**config.mk**
```make
export PLATFORM = sky130hd
export DESIGN_NAME = frame_dump_tx_flat
export DESIGN_NICKNAME = d
export VERILOG_FILES = /design/src/rtl/frame_dump_tx_if.sv /design/src/rtl/frame_dump_tx.sv /design/src/flat_wrapper.sv
export SDC_FILE = /design/constraint.sdc
export NUM_CORES = 1
export LEC_CHECK = 0
export ABC_AREA = 1
export CORE_AREA = 5 5 91 93
export CTS_BUF_LIST = sky130_fd_sc_hd__clkbuf_8 sky130_fd_sc_hd__clkbuf_16
export CTS_CLUSTER_SIZE = 25
export DETAILED_ROUTE_END_ITERATION = 7
export DIE_AREA = 0 0 96 98
export PLACE_DENSITY = 0.91
export SLEW_MARGIN = 30
export SYNTH_ARGS = -nofsm -noshare
export SYNTH_HDL_FRONTEND = slang
export SYNTH_SLANG_ARGS = --single-unit
```
**constraint.sdc**
```tcl
create_clock -name clk -period 5.2 [get_ports clk]
set_input_delay 0.78 -clock clk [delete_from_list [all_inputs] [get_ports clk]]
set_output_delay 0.78 -clock clk [all_outputs]
set_load 0.05 [all_outputs]
```
**src/rtl/frame_dump_tx_if.sv**
```systemverilog
// Byte-stream and RAM read-port bundle between frame_dump_tx and its sink / frame buffer.
interface frame_dump_tx_if #(
  parameter int ADDR_W = 7,
  parameter int DATA_W = 64
);
  logic              start;
  logic              rd_rqst;
  logic [ADDR_W-1:0] ram_addr;
  logic [DATA_W-1:0] ram_rdata;
  logic [7:0]        tx_data;
  logic              tx_valid;
  logic              tx_ready;
  logic              tx_last;
  logic              busy;
  logic              done;

  modport master (
    input  start, ram_rdata, tx_ready,
    output rd_rqst, ram_addr, tx_data, tx_valid, tx_last, busy, done
  );

  modport slave (
    output start, ram_rdata, tx_ready,
    input  rd_rqst, ram_addr, tx_data, tx_valid, tx_last, busy, done
  );
endinterface

```
**src/rtl/frame_dump_tx.sv**
```systemverilog
// Streams each frame-buffer row out MSB byte first; first byte 3 cycles after start,
// 10 cycles per row when unstalled; holds tx_data/tx_valid in SEND while tx_ready is low.
module frame_dump_tx #(
  parameter int ADDR_W   = 7,
  parameter int DATA_W   = 64,
  parameter int NUM_ROWS = 128
) (
  input  logic                 clk,
  input  logic                 rst,
  frame_dump_tx_if.master      bus
);

  localparam int NBYTES = DATA_W / 8;
  localparam int BCNT_W = (NBYTES > 1) ? $clog2(NBYTES) : 1;
  localparam logic [BCNT_W-1:0] LAST_BYTE = BCNT_W'(NBYTES - 1);
  localparam logic [ADDR_W-1:0] LAST_ROW  = ADDR_W'(NUM_ROWS - 1);

  typedef enum logic [2:0] {
    S_IDLE,
    S_FETCH,
    S_LATCH,
    S_SEND,
    S_DONE
  } state_e;

  state_e              state_q, state_d;
  logic [ADDR_W-1:0]   row_q, row_d;
  logic [BCNT_W-1:0]   byte_cnt_q, byte_cnt_d;
  logic [DATA_W-1:0]   shift_q, shift_d;

  logic                rd_rqst_c;
  logic                tx_valid_c;
  logic                busy_c;
  logic                done_c;

  always_ff @(posedge clk or posedge rst) begin
    if (rst) begin
      state_q    <= S_IDLE;
      row_q      <= '0;
      byte_cnt_q <= '0;
      shift_q    <= '0;
    end else begin
      state_q    <= state_d;
      row_q      <= row_d;
      byte_cnt_q <= byte_cnt_d;
      shift_q    <= shift_d;
    end
  end

  always_comb begin
    state_d    = state_q;
    row_d      = row_q;
    byte_cnt_d = byte_cnt_q;
    shift_d    = shift_q;
    rd_rqst_c  = 1'b0;
    tx_valid_c = 1'b0;
    busy_c     = 1'b0;
    done_c     = 1'b0;

    case (state_q)
      S_IDLE: begin
        if (bus.start) begin
          state_d = S_FETCH;
          row_d   = '0;
        end
      end

      S_FETCH: begin
        rd_rqst_c = 1'b1;
        busy_c    = 1'b1;
        state_d   = S_LATCH;
      end

      // RAM data for row_q is valid here, one cycle after the address settled.
      S_LATCH: begin
        rd_rqst_c  = 1'b1;
        busy_c     = 1'b1;
        shift_d    = bus.ram_rdata;
        byte_cnt_d = '0;
        state_d    = S_SEND;
      end

      S_SEND: begin
        busy_c     = 1'b1;
        tx_valid_c = 1'b1;
        if (bus.tx_ready) begin
          shift_d = shift_q << 8;
          if (byte_cnt_q == LAST_BYTE) begin
            byte_cnt_d = '0;
            if (row_q == LAST_ROW) begin
              state_d = S_DONE;
            end else begin
              row_d   = row_q + ADDR_W'(1);
              state_d = S_FETCH;
            end
          end else begin
            byte_cnt_d = byte_cnt_q + BCNT_W'(1);
          end
        end
      end

      S_DONE: begin
        done_c  = 1'b1;
        row_d   = '0;
        state_d = S_IDLE;
      end

      default: begin
        state_d = S_IDLE;
      end
    endcase
  end

  // Address comes straight from the row counter, so it holds through SEND.
  assign bus.ram_addr = row_q;
  assign bus.rd_rqst  = rd_rqst_c;
  assign bus.tx_valid = tx_valid_c;
  assign bus.tx_data  = (state_q == S_SEND) ? shift_q[DATA_W-1 -: 8] : 8'h00;
  assign bus.tx_last  = (state_q == S_SEND) && (row_q == LAST_ROW) &&
                        (byte_cnt_q == LAST_BYTE);
  assign bus.busy     = busy_c;
  assign bus.done     = done_c;

endmodule

```
**src/flat_wrapper.sv**
```systemverilog
// flat-port wrapper written by rule: the top's interface ports become plain ports
module frame_dump_tx_flat 
#(
  parameter int ADDR_W   = 7,
  parameter int DATA_W   = 64,
  parameter int NUM_ROWS = 128
)
  (clk, rst, bus_start, bus_ram_rdata, bus_tx_ready, bus_rd_rqst, bus_ram_addr, bus_tx_data, bus_tx_valid, bus_tx_last, bus_busy, bus_done);
  frame_dump_tx_if #(.ADDR_W(ADDR_W), .DATA_W(DATA_W)) bus_i ();
  input  logic clk;
  input  logic rst;
  input wire logic [$bits(bus_i.start)-1:0] bus_start;
  input wire logic [$bits(bus_i.ram_rdata)-1:0] bus_ram_rdata;
  input wire logic [$bits(bus_i.tx_ready)-1:0] bus_tx_ready;
  output wire logic [$bits(bus_i.rd_rqst)-1:0] bus_rd_rqst;
  output wire logic [$bits(bus_i.ram_addr)-1:0] bus_ram_addr;
  output wire logic [$bits(bus_i.tx_data)-1:0] bus_tx_data;
  output wire logic [$bits(bus_i.tx_valid)-1:0] bus_tx_valid;
  output wire logic [$bits(bus_i.tx_last)-1:0] bus_tx_last;
  output wire logic [$bits(bus_i.busy)-1:0] bus_busy;
  output wire logic [$bits(bus_i.done)-1:0] bus_done;
  assign bus_i.start = bus_start;
  assign bus_i.ram_rdata = bus_ram_rdata;
  assign bus_i.tx_ready = bus_tx_ready;
  assign bus_rd_rqst = bus_i.rd_rqst;
  assign bus_ram_addr = bus_i.ram_addr;
  assign bus_tx_data = bus_i.tx_data;
  assign bus_tx_valid = bus_i.tx_valid;
  assign bus_tx_last = bus_i.tx_last;
  assign bus_busy = bus_i.busy;
  assign bus_done = bus_i.done;
  frame_dump_tx #(.ADDR_W(ADDR_W), .DATA_W(DATA_W), .NUM_ROWS(NUM_ROWS)) u_core (.clk(clk), .rst(rst), .bus(bus_i));
endmodule
```
==> results.py <==
metrics = {
    "die": {
        "ios": 88,
        "chipWidth_microns": 96,
        "core_area_sq_um": 7450,
        "rows": 32,
        "start_util_pct": 51.2,
        "die_h_microns": 98,
        "die_area_sq_um": 9410,
    },
    "yosys": {
        "async_flop_share_pct": 100,
        "syn_nets": 532,
        "syn_area_per_cell_sq_um": 8.27,
        "ys_ff_latch": 77,
        "synthTopCellsByCount": "nand2_1, dfrtp_1, inv_1",
        "synth_seq_area_share_pct": 50.5,
        "synth.most_common_cell": "nand2_1",
        "synth_area_sq_um": 3810,
        "ys_top_cells_by_area": "dfrtp_1, o211ai_1, nand2_1",
        "netlist_instances": 461,
        "ys.flop_type": "dfrtp_1",
        "synth_top_area_share_pct": 50.5,
        "ys_warn_count": 0,
        "synth_cell_type_count": 19,
        "yosys.area.top_type": "dfrtp_1",
        "synth_edf_count": 0,
    },
    "routing": {
        "wl_per_cell_microns": 14.1,
        "drt_first_pass_iters": 5,
        "antenna_left": 0,
        "drc": 0,
        "vias": 3317,
        "routed_via_density": 5.19,
        "routed_wl_microns": 9000,
        "drt-initial-drc-count": 159,
    },
    "clock_network": {
        "holdBufCountCts": 0,
        "clockRootBuffer": "clkbuf_8",
        "cts_resized": 0,
        "post_cts_buffers": 0,
        "cts_tree": "done",
        "cts_buffers": 9,
        "insertion_delay_ps": 350,
        "clkSlewWorstSetupHoldPaths_ps": 70,
        "clock-sinks": 77,
        "htreeDepth": 3,
        "cts_buffer_depth": 2,
    },
    "sta": {
        "min_period_over_period_pct": 67.1,
        "max_freq_mhz": 287,
        "fin_setup_tns_ps": 0,
        "slew_violations": 0,
        "setup_viol": 0,
        "fin_crit_ps": 3490,
        "relSlewSlack_pct": 48.6,
        "worst_pin_slew_ps": 769,
        "grt_setup_unrepaired": "no",
        "hold_violations": 0,
        "clock_skew_ps": 7.49,
    },
    "place": {
        "place_congestion": 0.882,
        "hpwl_microns": 6160,
        "io_buffer_count": 87,
    },
    "global_route": {
        "first_global_vias": 3269,
        "grt_pass1_wl_microns": 15200,
        "grt_max_degree": 123,
        "groute.usage.overall_pct": 20.4,
        "antenna_found_initial": 0,
        "overflow": 0,
    },
    "setup_path": {
        "critPathCaptureType": "primary output",
        "setup.worst_path.start_class": "flop",
        "cp_max_fo": 15,
        "crit_required_ps": 4420,
        "arrival_ps": 2710,
        "crit_type": "flop to primary output",
    },
    "outcome": {
        "status": "finished, final reports clean",
    },
    "flow_run": {
        "maxCapViolCount": 0,
    },
    "final_layout": {
        "fin_nets": 603,
        "antenna_cells": 0,
        "synthToLayoutAreaGrowth_pct": 28.0,
        "drive_gt1_share_pct": 4.10,
    },
    "pwr": {
        "p_leak_uw": 0.00232,
        "power.density_nw_per_um2": 567,
        "total_power_uw": 2770,
        "ir_worst_vdd_mv": 0.351,
    },
    "min_path": {
        "min_path_type": "flop to flop",
    },
}
[flip-flops by register name, indices dropped and copies added, names as in the netlist]
| register | cells |
|---|---|
| u_core.byte_cnt_q | 3 |
| u_core.state_q | 3 |
| u_core.bus.ram_addr | 7 |
| u_core.shift_q | 64 |
[worst paths after layout]
check,from,to,slack [ps],cells after the start
max,u_core.state_q[1],bus_tx_last,1710,5
min,u_core.byte_cnt_q[2],u_core.byte_cnt_q[2],520,2
max reg2reg,u_core.state_q[1],u_core.shift_q[45],2450,6
min reg2reg,u_core.byte_cnt_q[2],u_core.byte_cnt_q[2],520,2
max in group asynchronous,rst,u_core.shift_q[44],3770,3
min in group asynchronous,rst,u_core.bus.ram_addr[5],930,3
[kinds of logic after synthesis]
logic type	after synthesis	synth area share (%)
adder cells (fa/ha/maj)	3	0.984
AO/OA/AOI/OAI	122	19.8
buffers and inverters	104	12.1
XOR/XNOR	3	0.689
flip-flops	77	50.5
AND/OR/NAND/NOR	152	15.9
[stage by stage]
step                hold WS, ps  std cells  worst slack, ps  util (%)  instance area (sq um)
floorplan                   473        461             2340         -                   3810
global placement            490        623             2170      62.5                   4660
detailed placement          499        623             2090      62.7                   4670
CTS                         521        639             1700      65.5                   4880
global route                538        639             1460      65.5                   4880
finish                      518        639             1710      65.5                   4880
[area by class of cell]
type                            count  area, sq um
Timing Repair Buffer               89          890
Inverter                           75          283
Sequential cell                    77         1930
Tap cell                          102          128
Fill cell                         625         2570
Clock inverter                      5         58.8
Multi-Input combinational cell    280         1440
Clock buffer                       11          151
[worst max-delay path, stage by stage (launching register included)]
cell and delay [ps]:
dfrtp_1 610, nand3_1 460, nor2_1 290, inv_1 110, nor2_1 90, clkdlybuf4s50_1 800
[layout by cell type, fill, tap and decap left out, types with 2 or more instances in the layout]
cell type and count:
clkdlybuf4s50_1 87, ha_1 3, xor2_1 2, nand2_1 100, o21ai_0 30, nand3_1 18
o211ai_1 56, nor2_1 29, clkinvlp_4 2, clkinv_2 2, o21ai_1 35, clkbuf_8 11
inv_1 74, dfrtp_1 77
[report_power, final]
group	internal [uW]	total, uW	switching (uW)	leakage (uW)
logic	453	1360	908	0.00124
clock network	248	468	220	0.000102
registers	844	937	92.4	0.000977
[per-layer routing]
layer | part of all wire (%) | routed length [microns] | track usage (%)
met1 | 44 | 3950 | 27.7
met2 | 50 | 4520 | 32.5
met3 | 4.8 | 432 | 4.55
met4 | 1.0 | 93 | 6.13
met5 | 0 | 0 | 0
(Power assumes the default switching activity.)
